[config.mk]
export PLATFORM = sky130hd
export DESIGN_NAME = dmem_arbiter
export DESIGN_NICKNAME = d
export VERILOG_FILES = /design/src/rtl/dmem_pkg.sv /design/src/rtl/dmem_arbiter_rr.sv /design/src/rtl/dmem_arbiter.sv
export SDC_FILE = /design/constraint.sdc
export NUM_CORES = 1
export LEC_CHECK = 0
export CAP_MARGIN = 20
export CORE_ASPECT_RATIO = 1.5
export CORE_MARGIN = 10
export CORE_UTILIZATION = 43
export DETAILED_ROUTE_END_ITERATION = 16
export PLACE_DENSITY = 0.81
export SETUP_SLACK_MARGIN = 0.5
export SLEW_MARGIN = 20
export SYNTH_ARGS = -nofsm -noshare
export SYNTH_HDL_FRONTEND = slang
export SYNTH_HIERARCHICAL = 1
export SYNTH_SLANG_ARGS = --single-unit
[constraint.sdc]
create_clock -name i_clk -period 6.4 [get_ports i_clk]
set_input_delay 0.96 -clock i_clk [delete_from_list [all_inputs] [get_ports i_clk]]
set_output_delay 0.96 -clock i_clk [all_outputs]
set_load 0.02 [all_outputs]
[src/rtl/dmem_pkg.sv]
// Shared types and helpers for the data-memory arbiter.
package dmem_pkg;

  typedef enum logic [2:0] {
    FN_B  = 3'b000,
    FN_H  = 3'b001,
    FN_W  = 3'b010,
    FN_BU = 3'b100,
    FN_HU = 3'b101
  } funct_e;

  typedef enum logic [1:0] {
    IDLE   = 2'd0,
    ACCESS = 2'd1,
    RESP   = 2'd2
  } arb_state_e;

  // Access size in bytes; low two funct bits encode byte/half/word.
  function automatic logic [2:0] funct_size(input logic [2:0] funct);
    case (funct[1:0])
      2'b01:   return 3'd2;
      2'b10:   return 3'd4;
      default: return 3'd1;
    endcase
  endfunction

  // Unsigned variants only make sense for loads.
  function automatic logic funct_legal(input logic [2:0] funct, input logic write);
    case (funct)
      FN_B, FN_H, FN_W: return 1'b1;
      FN_BU, FN_HU:     return !write;
      default:          return 1'b0;
    endcase
  endfunction

endpackage

[src/rtl/dmem_arbiter_rr.sv]
// Combinational round-robin pick: first set request at or above ptr, wrapping.
module rr_arbiter #(
  parameter int NREQ = 2,
  localparam int IDXW = (NREQ > 1) ? $clog2(NREQ) : 1
) (
  input  logic [NREQ-1:0] req,
  input  logic [IDXW-1:0] ptr,
  output logic [NREQ-1:0] gnt,
  output logic [IDXW-1:0] gnt_idx,
  output logic            gnt_any
);

  // Scan from the pointer upward and stop at the first requester found.
  always_comb begin
    int k;
    k       = 0;
    gnt     = '0;
    gnt_idx = '0;
    gnt_any = 1'b0;
    for (int i = 0; i < NREQ; i++) begin
      k = int'(ptr) + i;
      if (k >= NREQ) k = k - NREQ;
      if (!gnt_any && req[k]) begin
        gnt_any = 1'b1;
        gnt[k]  = 1'b1;
        gnt_idx = IDXW'(k);
      end
    end
  end

endmodule

[src/rtl/dmem_arbiter.sv]
// Round-robin arbiter sharing one data-memory bank among NREQ requesters.
// Requests are checked before touching the bank; one transaction in flight.
//
// state  | meaning
// IDLE   | arbitrating; ready offered to the round-robin winner
// ACCESS | bank enabled for one cycle; load data captured at its end
// RESP   | one-cycle response pulse to the owner; pointer advances
module dmem_arbiter
  import dmem_pkg::*;
#(
  parameter int DMEM_ADDR = 13,
  parameter int DMEM_LAST = 200,
  parameter int NREQ      = 2
) (
  input  logic                      i_clk,
  input  logic                      i_rst_n,
  input  logic [NREQ-1:0]           i_req_valid,
  output logic [NREQ-1:0]           o_req_ready,
  input  logic [NREQ-1:0]           i_req_write,
  input  logic [NREQ*DMEM_ADDR-1:0] i_req_addr,
  input  logic [NREQ*32-1:0]        i_req_wdata,
  input  logic [NREQ*3-1:0]         i_req_funct,
  output logic [NREQ-1:0]           o_rsp_valid,
  output logic                      o_rsp_err,
  output logic [31:0]               o_rsp_rdata,
  output logic                      o_dmem_en,
  output logic                      o_dmem_we,
  output logic [DMEM_ADDR-1:0]      o_dmem_addr,
  output logic [31:0]               o_dmem_wdata,
  output logic [2:0]                o_dmem_funct,
  input  logic [31:0]               i_dmem_rdata
);

  localparam int IDXW = $clog2(NREQ);
  localparam int EW   = DMEM_ADDR + 2;

  arb_state_e state;
  logic [IDXW-1:0] ptr;
  logic [IDXW-1:0] owner;

  logic [NREQ-1:0] gnt;
  logic [IDXW-1:0] gnt_idx;
  logic            gnt_any;

  logic [DMEM_ADDR-1:0] req_addr  [NREQ];
  logic [31:0]          req_wdata [NREQ];
  logic [2:0]           req_funct [NREQ];

  for (genvar g = 0; g < NREQ; g++) begin : g_unpack
    assign req_addr[g]  = i_req_addr[g*DMEM_ADDR +: DMEM_ADDR];
    assign req_wdata[g] = i_req_wdata[g*32 +: 32];
    assign req_funct[g] = i_req_funct[g*3 +: 3];
  end

  rr_arbiter #(.NREQ(NREQ)) u_rr (
    .req     (i_req_valid),
    .ptr     (ptr),
    .gnt     (gnt),
    .gnt_idx (gnt_idx),
    .gnt_any (gnt_any)
  );

  logic [DMEM_ADDR-1:0] win_addr;
  logic [31:0]          win_wdata;
  logic [2:0]           win_funct;
  logic                 win_write;
  logic [EW-1:0]        win_end;
  logic                 win_misaligned;
  logic                 win_bad;
  logic                 handshake;

  assign win_addr  = req_addr[gnt_idx];
  assign win_wdata = req_wdata[gnt_idx];
  assign win_funct = req_funct[gnt_idx];
  assign win_write = i_req_write[gnt_idx];

  // Last byte touched, computed two bits wider so it cannot wrap.
  assign win_end = EW'(win_addr) + EW'(funct_size(win_funct)) - EW'(1);

  assign win_misaligned = ((win_funct[1:0] == 2'b01) && win_addr[0]) ||
                          ((win_funct[1:0] == 2'b10) && (win_addr[1:0] != 2'b00));

  assign win_bad = !funct_legal(win_funct, win_write) || win_misaligned ||
                   (win_end > EW'(DMEM_LAST));

  // Ready is offered only while idle and out of reset.
  assign o_req_ready = (state == IDLE && i_rst_n && gnt_any) ? gnt : '0;
  assign handshake   = |(i_req_valid & o_req_ready);

  // Transaction sequencer with registered bank and response outputs.
  always_ff @(posedge i_clk or negedge i_rst_n) begin
    if (!i_rst_n) begin
      state        <= IDLE;
      ptr          <= '0;
      owner        <= '0;
      o_rsp_valid  <= '0;
      o_rsp_err    <= 1'b0;
      o_rsp_rdata  <= '0;
      o_dmem_en    <= 1'b0;
      o_dmem_we    <= 1'b0;
      o_dmem_addr  <= '0;
      o_dmem_wdata <= '0;
      o_dmem_funct <= '0;
    end else begin
      o_rsp_valid <= '0;
      case (state)
        IDLE: begin
          if (handshake) begin
            owner <= gnt_idx;
            if (win_bad) begin
              // Rejected request answers immediately without touching the bank.
              o_rsp_valid <= gnt;
              o_rsp_err   <= 1'b1;
              o_rsp_rdata <= '0;
              state       <= RESP;
            end else begin
              o_dmem_en    <= 1'b1;
              o_dmem_we    <= win_write;
              o_dmem_addr  <= win_addr;
              o_dmem_wdata <= win_wdata;
              o_dmem_funct <= win_funct;
              state        <= ACCESS;
            end
          end
        end
        ACCESS: begin
          o_rsp_rdata <= o_dmem_we ? '0 : i_dmem_rdata;
          o_rsp_err   <= 1'b0;
          o_rsp_valid <= NREQ'(1) << owner;
          o_dmem_en   <= 1'b0;
          o_dmem_we   <= 1'b0;
          state       <= RESP;
        end
        RESP: begin
          ptr   <= (owner == IDXW'(NREQ - 1)) ? '0 : owner + IDXW'(1);
          state <= IDLE;
        end
        default: state <= IDLE;
      endcase
    end
  end

endmodule

==> flow_summary_export.csv, run 1 <==
group,metric,value,unit
synth,yosys-top-cells-area,"dfrtp_1 43%, mux2_4 12%, mux2_2 9.9%",
cells_and_area,synthToLayoutAreaGrowth,49.7,%
cells_and_area,fin_util,65.5,%
timing,finalCritPeriodShare,87.1,%
timing,timing.slew.headroom,52.7,%
synth,synth_seq_cells,89,
timing,grt_setup_unrepaired,"false",
worst_setup_path,required,6620,ps
pwr,power.total,1.76,mW
grt,grt_first_pass_wirelength,25900,um
pwr,leakage,3.40,nW
clocking,cts.sinks,89,
synth,yosysMostFrequentCell,"dfrtp_1",
routing,post_drt_wl_per_cell,19.9,um
clocking,cts_made_buffers,9,
synth,synth_async_sr_flop_share,100,%
floorplanning,die-height,155,um
clocking,clock_latency,330,ps
floorplanning,fp.dieArea,17100,um^2
synth,syn_nets,627,
synth,ys.flop_type,"dfrtp_1",
timing,setup_violations,0,
routing,routed_wl,16800,um
timing,skew,5.46,ps
grt,grt_use_total,19.4,%
grt,overflow,0,
clocking,htree_levels,3,
synth,syn_area,5230,um^2
clocking,cts_hold_buf,0,
clocking,cts_setup_buffers,0,
floorplanning,ioPinCount,221,
worst_setup_path,startpoint_type,"primary input",
floorplanning,die_x,110,um
synth,syn_avg_cell_area,11.1,um^2
timing,finalCriticalPeriod,5570,ps
clocking,cts_buffer_depth,2,
pwr,power.density,224,nW/um^2
worst_hold_path,min_path_type,"flop to flop",
synth,netlist_top_cells_count,"89 x dfrtp_1, 75 x nand2_1, 46 x mux2_2",
timing,tns,0,ps
cells_and_area,fin_area,7830,um^2
worst_setup_path,crit_fanout,51,
placed_design,io_buffers,220,
worst_setup_path,worstSetupPathType,"primary input to flop",
synth,synth_warnings,6,
routing,drc_errors,0,
timing,tightestPinTransition,706,ps
synth,synth_top_cell_area_share,42.6,%
floorplanning,core_area,12000,um^2
timing,hold_viol,0,
routing,viasPerCell,5.20,
synth,yosysUniqueCellTypes,57,
routing,drtIter0Drc,224,
floorplanning,rows,49,
synth,yosysTopAreaCell,"dfrtp_1",
run,maxCapViolations,0,
grt,antenna_found_initial,0,
worst_setup_path,crit_arrival,5790,ps
routing,ant_nets,0,
synth,synth-edff-count,0,
clocking,cts_resized,0,
floorplanning,start_util,43.8,%
pwr,vdd_drop_max,0.147,mV
placed_design,placedCellCount,828,
routing,vias,4392,
clocking,cts_tree,"done",
placed_design,hpwl,13400,um
worst_setup_path,end_kind,"flop",
placed_design,dpl-instance-area,7520,um^2
timing,whs,507,ps
cells_and_area,antenna_cells,0,
status,status,"completed",
placed_design,dp_slack,480,ps
synth,ys_seq_area_share,42.6,%
timing,worst_slack,827,ps
clocking,clk_pin_slew,60,ps
timing,max_freq,179,MHz
clocking,cts-root-buf,"clkbuf_16",
timing,drv_slew,0,
cells_and_area,layout.cells.non_filler,844,
placed_design,gp_congestion,0.884,
grt,grt_max_degree,57,
cells_and_area,drive_gt1_share,17.8,%
grt,grt_pass1_vias,4775,
synth,synthCells,472,
cells_and_area,final_nets,841,
routing,drt-pass1-iter-count,4,
==> worst max-delay path, cell delays in order <==
cell             delay (ps)
clkdlybuf4s50_1         550
a21boi_4                260
mux2_2                  400
inv_1                   120
ha_1                    150
inv_1                    40
ha_1                    260
inv_1                    40
ha_1                    210
inv_1                    70
fa_1                    280
nor2b_4                  70
o31ai_4                 260
a211oi_2                130
or4_4                   510
a2111oi_4               440
and4_4                  290
buf_12                  330
mux2_2                  380
==> state kept, by name, indices dropped and copies added (netlist names) <==
signal,cells
ptr,1
o_dmem_we,1
state,2
o_dmem_addr,13
o_dmem_funct,3
o_rsp_err,1
o_rsp_valid,2
o_rsp_rdata,32
o_dmem_en,1
o_dmem_wdata,32
owner,1
==> report_power, final <==
group / leakage (nW) / switching, mW / internal [mW]
Sequential: 1.21 / 0.0211 / 0.593
Clock: 0.155 / 0.218 / 0.315
Combinational: 2.03 / 0.306 / 0.305
==> layer usage <==
metal | track usage, % | wire, um | up-vias | part of all wire [%]
met4 | 6.53 | 376 | 0 | 2.2
met2 | 37.4 | 9640 | 132 | 57
met3 | 3.72 | 854 | 20 | 5.1
met5 | 0 | 0 | - | 0
met1 | 19.6 | 5930 | 2159 | 35
li1 | - | - | 2081 | -
==> final cells by class <==
cell class              count  area (um^2)
flip-flops and latches     89         2230
repair buffers            226         2260
clock inverters             6         65.1
multi-input cells         329         2740
clock buffers              10          239
inverters                  31          116
fillers                   951         4120
well taps                 153          191
==> final timing paths <==
kind | depth (start not counted) | slack [ps] | from | to
setup / recovery | 19 | 830 | i_req_valid[1] | o_dmem_funct[0]
hold / removal | 1 | 510 | o_dmem_en | o_dmem_en
setup reg to reg | 19 | 1610 | ptr | o_dmem_funct[0]
hold reg to reg | 1 | 510 | o_dmem_en | o_dmem_en
max in group asynchronous | 2 | 4760 | i_rst_n | o_rsp_valid[1]
min in group asynchronous | 1 | 580 | i_rst_n | o_dmem_wdata[11]
==> logic make-up after synthesis <==
kind of cell | count (synthesis) | synth area share (%)
simple gates | 113 | 9.99
fa+ha+maj | 21 | 5.16
flops | 89 | 42.6
buf+inv | 54 | 5.59
xor+xnor | 3 | 0.502
mux | 99 | 24.1
compound gates | 93 | 12.0
==> layout by cell type, fill, tap and decap left out, drive strengths merged, types with 3 or more instances in the layout <==
cell type,n
a211oi,8
a21boi,3
a21o,6
a21oi,13
and2,3
buf,7
clkbuf,10
clkdlybuf4s50,219
clkinv,3
dfrtp,89
ha,20
inv,33
mux2,89
mux2i,10
nand2,75
nand2b,3
nand3,4
nor2,5
nor2b,4
nor3,5
o211ai,3
o21ai,39
o31ai,4
Note: power is estimated with default switching activity, not from simulation.
==> run 2, diff against run 1 <==
--- a/config.mk
+++ b/config.mk
@@ -8,9 +8,9 @@
 export CAP_MARGIN = 20
 export CORE_ASPECT_RATIO = 1.5
 export CORE_MARGIN = 10
-export CORE_UTILIZATION = 43
+export CORE_UTILIZATION = 47
 export DETAILED_ROUTE_END_ITERATION = 16
-export PLACE_DENSITY = 0.81
+export PLACE_DENSITY = 0.87
 export SETUP_SLACK_MARGIN = 0.5
 export SLEW_MARGIN = 20
 export SYNTH_ARGS = -nofsm -noshare
==> constraint.sdc (replaced) <==
create_clock -name i_clk -period 6.54 [get_ports i_clk]
set_input_delay 0.981 -clock i_clk [delete_from_list [all_inputs] [get_ports i_clk]]
set_output_delay 0.981 -clock i_clk [all_outputs]
set_load 0.02 [all_outputs]
==> run 2 against run 1 <==
Worst hold slack worse by 16 ps. Via count is 1.3% higher. Die area is 7.2% lower. Wire length is 0.49% higher. Worst setup slack better by 23 ps. Clock-buffer cell count is 1 higher. Power is 4.5% lower. Cell area is 0.32% lower. Non-clock buffer count is 2 higher. Final cell count is 0.47% lower. Critical path type unchanged.
==> flow_summary_export.csv, run 2 (synthesis results as in run 1) <==
group,metric,value,unit
status,status,"completed",
worst_setup_path,crit_fanout,21,
run,maxCapViolations,0,
timing,finalCritPeriodShare,87.0,%
grt,grt_use_total,20.8,%
placed_design,placedCellCount,824,
timing,grt_setup_unrepaired,"false",
worst_setup_path,crit_arrival,5920,ps
routing,ant_nets,0,
clocking,htree_levels,3,
timing,drv_slew,0,
routing,vias,4448,
worst_hold_path,min_path_type,"flop to flop",
routing,drc_errors,0,
timing,timing.slew.headroom,54.0,%
clocking,cts_buffer_depth,2,
worst_hold_path,hold_depth,1,
cells_and_area,fin_area,7810,um^2
clocking,cts_setup_buffers,0,
cells_and_area,seqCellArea,2230,um^2
cells_and_area,reg_top3,"o_dmem_wdata: 32 flops, o_rsp_rdata: 32 flops, o_dmem_addr: 13 flops",
cells_and_area,drive_gt1_share,17.6,%
worst_setup_path,rrSetupSlack,1630,ps
grt,antenna_found_initial,0,
timing,skew,5.90,ps
floorplanning,start_util,47.6,%
worst_setup_path,critPathCapture,"o_dmem_addr[7]",
worst_setup_path,required,6770,ps
cells_and_area,layout.cells.non_filler,840,
grt,grt_pass1_vias,4708,
floorplanning,die_x,106,um
routing,drtIter0Drc,170,
worst_setup_path,worstSetupPathType,"primary input to flop",
cells_and_area,antenna_cells,0,
floorplanning,die-height,149,um
pwr,power.total,1.68,mW
clocking,cts_resized,0,
worst_setup_path,r2r-start,"ptr",
routing,viasPerCell,5.30,
clocking,cts_tree,"done",
clocking,cts-root-buf,"clkbuf_16",
routing,post_drt_wl_per_cell,20.1,um
placed_design,dpl-instance-area,7530,um^2
placed_design,gp_congestion,0.858,
timing,whs,492,ps
routing,drt-pass1-iter-count,4,
grt,grt_max_degree,55,
clocking,cts_hold_buf,0,
cells_and_area,num-fill-cells,809,
floorplanning,core_area,11000,um^2
clocking,cts_made_buffers,9,
cells_and_area,multiInputGateArea,2740,um^2
clocking,clock_latency,340,ps
cells_and_area,synthToLayoutAreaGrowth,49.2,%
clocking,cts.sinks,89,
grt,grt_first_pass_wirelength,26300,um
cells_and_area,most-common-layout-cells,"219 x clkdlybuf4s50_1, 89 x dfrtp_1, 75 x nand2_1, 46 x mux2_2, 43 x mux2_4",
timing,tns,0,ps
worst_setup_path,end_kind,"flop",
timing,tightestPinTransition,690,ps
placed_design,io_buffers,220,
grt,overflow,0,
floorplanning,fp.dieArea,15800,um^2
clocking,clk_pin_slew,70,ps
floorplanning,rows,47,
cells_and_area,final_nets,843,
worst_setup_path,worstSetupStartpoint,"i_req_valid[1]",
pwr,power.density,215,nW/um^2
worst_setup_path,startpoint_type,"primary input",
cells_and_area,layout_commonest_cell,"clkdlybuf4s50_1",
timing,max_freq,176,MHz
timing,hold_viol,0,
timing,setup_violations,0,
floorplanning,ioPinCount,221,
placed_design,hpwl,13500,um
timing,finalCriticalPeriod,5690,ps
routing,routed_wl,16900,um
pwr,leakage,3.38,nW
worst_setup_path,r2r_cells,19,
worst_setup_path,reg2reg_to,"o_dmem_addr[7]",
pwr,vdd_drop_max,0.147,mV
## run 2: layout make-up
cell class                 instances  area share (%)
tap                              147            2.36
clock buffer                      11            2.98
clock inverter                     5           0.529
multi-input combinational        329            35.0
sequential                        89            28.5
timing repair buffer             228            29.1
inverter                          31            1.49
## run 2: critical path, cell delays in order
cell and delay, ps:
clkdlybuf4s50_1 540, a21boi_4 260, buf_4 300, mux2_2 410, ha_1 210, inv_1 60, ha_1 120, inv_1 40
ha_1 220, inv_1 80, fa_1 290, nor2b_4 70, o31ai_4 270, a211oi_2 130, or4_4 510, a2111oi_4 420
and4_4 300, buf_4 350, mux2_4 340
## run 2: stage by stage
step / setup slack (ps) / utilization [%]
2_1_floorplan: 1160 / -
3_3_place_gp: 714 / 68.5
3_5_place_dp: 499 / 68.5
4_1_cts: 873 / 71.0
5_1_grt: 583 / 71.0
6_report: 851 / 71.0
## run 2: metal layers
| metal | track usage [%] | share of wire, % | routed length, um | up-vias |
|---|---|---|---|---|
| li1 | - | - | - | 2094 |
| met1 | 22.0 | 38 | 6420 | 2144 |
| met2 | 36.7 | 51 | 8620 | 188 |
| met3 | 8.87 | 9.3 | 1570 | 22 |
| met4 | 5.84 | 1.7 | 283 | 0 |
| met5 | 0 | 0 | 0 | - |
## run 2: worst min path at each step
stage / start / endpoint / slack, ps
floorplan: owner / o_rsp_valid[0] / 460
global placement: o_rsp_err / o_rsp_err / 460
detailed placement: o_rsp_err / o_rsp_err / 480
CTS: o_rsp_err / o_rsp_err / 500
global route: o_rsp_err / o_rsp_err / 520
finish: o_rsp_err / o_rsp_err / 490
## run 2: report_power, final
group          internal (mW)  switching, mW
Combinational          0.298          0.299
Clock                  0.261          0.220
Sequential             0.580         0.0209
==> run 3, diff against run 2 <==
--- a/config.mk
+++ b/config.mk
@@ -8,9 +8,9 @@
 export CAP_MARGIN = 20
 export CORE_ASPECT_RATIO = 1.5
 export CORE_MARGIN = 10
-export CORE_UTILIZATION = 47
+export CORE_UTILIZATION = 43
 export DETAILED_ROUTE_END_ITERATION = 16
-export PLACE_DENSITY = 0.87
+export PLACE_DENSITY = 0.81
 export SETUP_SLACK_MARGIN = 0.5
 export SLEW_MARGIN = 20
 export SYNTH_ARGS = -nofsm -noshare
==> constraint.sdc (replaced) <==
create_clock -name i_clk -period 5.4 [get_ports i_clk]
set_input_delay 0.81 -clock i_clk [delete_from_list [all_inputs] [get_ports i_clk]]
set_output_delay 0.81 -clock i_clk [all_outputs]
set_load 0.02 [all_outputs]
==> run 3 against run 2 <==
Register-to-register slack lost 690 ps. Final cell count grew 1.8%. Sequential cell count unchanged. Largest power group is now combinational logic.
==> flow_summary_export.csv, run 3 (synthesis results as in run 1) <==
group,metric,value,unit
status,status,"completed",
cells_and_area,final_nets,852,
grt,grt_max_degree,83,
floorplanning,rows,49,
worst_hold_path,min_path_type,"primary input to async pin",
worst_setup_path,worstSetupPathType,"primary input to flop",
worst_setup_path,startpoint_type,"primary input",
cells_and_area,synthToLayoutAreaGrowth,52.9,%
grt,grt_use_total,19.1,%
worst_setup_path,end_kind,"flop",
timing,grt_setup_unrepaired,"false",
worst_setup_path,crit_arrival,4840,ps
placed_design,hpwl,13000,um
floorplanning,core_area,12000,um^2
floorplanning,ioPinCount,221,
worst_setup_path,crit_fanout,9,
cells_and_area,num-fill-cells,888,
routing,viasPerCell,5.19,
clocking,cts-root-buf,"clkbuf_16",
grt,grt_pass1_vias,4921,
floorplanning,die-height,155,um
routing,drtIter0Drc,191,
routing,routed_wl,16700,um
grt,grt_first_pass_wirelength,26000,um
timing,tns,0,ps
run,maxCapViolations,0,
floorplanning,die_x,110,um
pwr,leakage,3.48,nW
cells_and_area,antenna_cells,0,
clocking,htree_levels,3,
floorplanning,start_util,43.8,%
timing,finalCritPeriodShare,85.4,%
pwr,power.density,266,nW/um^2
clocking,cts_buffer_depth,2,
worst_setup_path,required,5630,ps
pwr,power.total,2.13,mW
routing,drc_errors,0,
timing,skew,5.86,ps
cells_and_area,layout.cells.non_filler,855,
timing,setup_violations,0,
clocking,cts_tree,"done",
cells_and_area,seqCellArea,2230,um^2
grt,antenna_found_initial,0,
worst_setup_path,r2r-start,"ptr",
cells_and_area,reg_top3,"o_dmem_wdata: 32 flops, o_rsp_rdata: 32 flops, o_dmem_addr: 13 flops",
cells_and_area,drive_gt1_share,19.9,%
placed_design,io_buffers,220,
routing,ant_nets,0,
timing,hold_viol,0,
timing,timing.slew.headroom,51.8,%
timing,tightestPinTransition,723,ps
floorplanning,fp.dieArea,17100,um^2
routing,post_drt_wl_per_cell,19.5,um
cells_and_area,most-common-layout-cells,"217 x clkdlybuf4s50_1, 89 x dfrtp_1, 75 x nand2_1, 45 x mux2_2, 44 x mux2_4",
timing,finalCriticalPeriod,4610,ps
clocking,clock_latency,340,ps
placed_design,placedCellCount,834,
pwr,vdd_drop_max,0.195,mV
clocking,clk_pin_slew,70,ps
clocking,cts_made_buffers,9,
timing,drv_slew,0,
cells_and_area,multiInputGateArea,2770,um^2
routing,vias,4434,
timing,max_freq,217,MHz
worst_setup_path,worstSetupStartpoint,"i_req_valid[1]",
cells_and_area,layout_commonest_cell,"clkdlybuf4s50_1",
grt,overflow,0,
clocking,cts.sinks,89,
placed_design,gp_congestion,0.868,
routing,drt-pass1-iter-count,5,
-- run 3: path summary, 6_finish.rpt --
check / cells past startpoint / endpoint / slack (ps)
worst max-delay path: 19 / o_dmem_wdata[11] / 790
max in group asynchronous: 2 / o_dmem_wdata[21] / 4200
worst max register to register: 19 / o_dmem_wdata[11] / 940
worst min-delay path: 1 / o_rsp_rdata[4] / 280
min in group i_clk: 1 / o_rsp_err / 480
worst min register to register: 1 / o_rsp_err / 480
-- run 3: per-stage QoR --
stage	worst slack, ps	area (um^2)	hold slack, ps	util (%)
2_1_floorplan	506	5250	456	-
3_3_place_gp	74.8	7610	460	63.7
3_5_place_dp	-37.6	7620	465	63.7
4_1_cts	553	7970	271	66.6
5_1_grt	593	8000	275	66.9
6_report	789	8000	282	66.9
-- run 3: worst max-delay path, stage by stage --
cell       delay, ps
clkbuf_2         120
a21boi_4         280
mux2_4           340
inv_2             70
ha_1             130
inv_1             40
ha_1             270
inv_1             40
ha_1             220
inv_1             90
fa_2             230
nor2b_4           50
o31ai_4          240
a211oi_2         120
or4_4            520
a2111oi_4        330
and4_4           330
bufbuf_16        300
mux2_4           300
-- run 3: per-layer routing --
| layer | global-route usage (%) | wire, um |
|---|---|---|
| met5 | 0 | 0 |
| met4 | 5.16 | 221 |
| met3 | 8.97 | 1940 |
| met2 | 32.5 | 8190 |
| met1 | 20.5 | 6310 |
-- run 3: layout make-up --
cell class,instances,share of cell area [%]
Clock buffer,10,2.86
Timing Repair Buffer,237,30.0
Multi-Input combinational cell,329,34.5
Sequential cell,89,27.8
Inverter,31,1.45
Tap cell,153,2.39
Clock inverter,6,0.938
-- run 3: where the power goes --
group | internal (mW) | switching [mW]
combinational | 0.383 | 0.373
clock | 0.366 | 0.278
sequential | 0.702 | 0.0248
total | 1.45 | 0.675
-- run 3: what timing repair did --
| action | 4_1_cts | 5_1_grt |
|---|---|---|
| pin swaps | 4 | 3 |
| endpoints found under the setup margin | 49 | 69 |
| hold buffers | 0 | 0 |
| gates cloned | 1 | 0 |
| setup buffers | 2 | 2 |
| resized for setup | 2 | 9 |
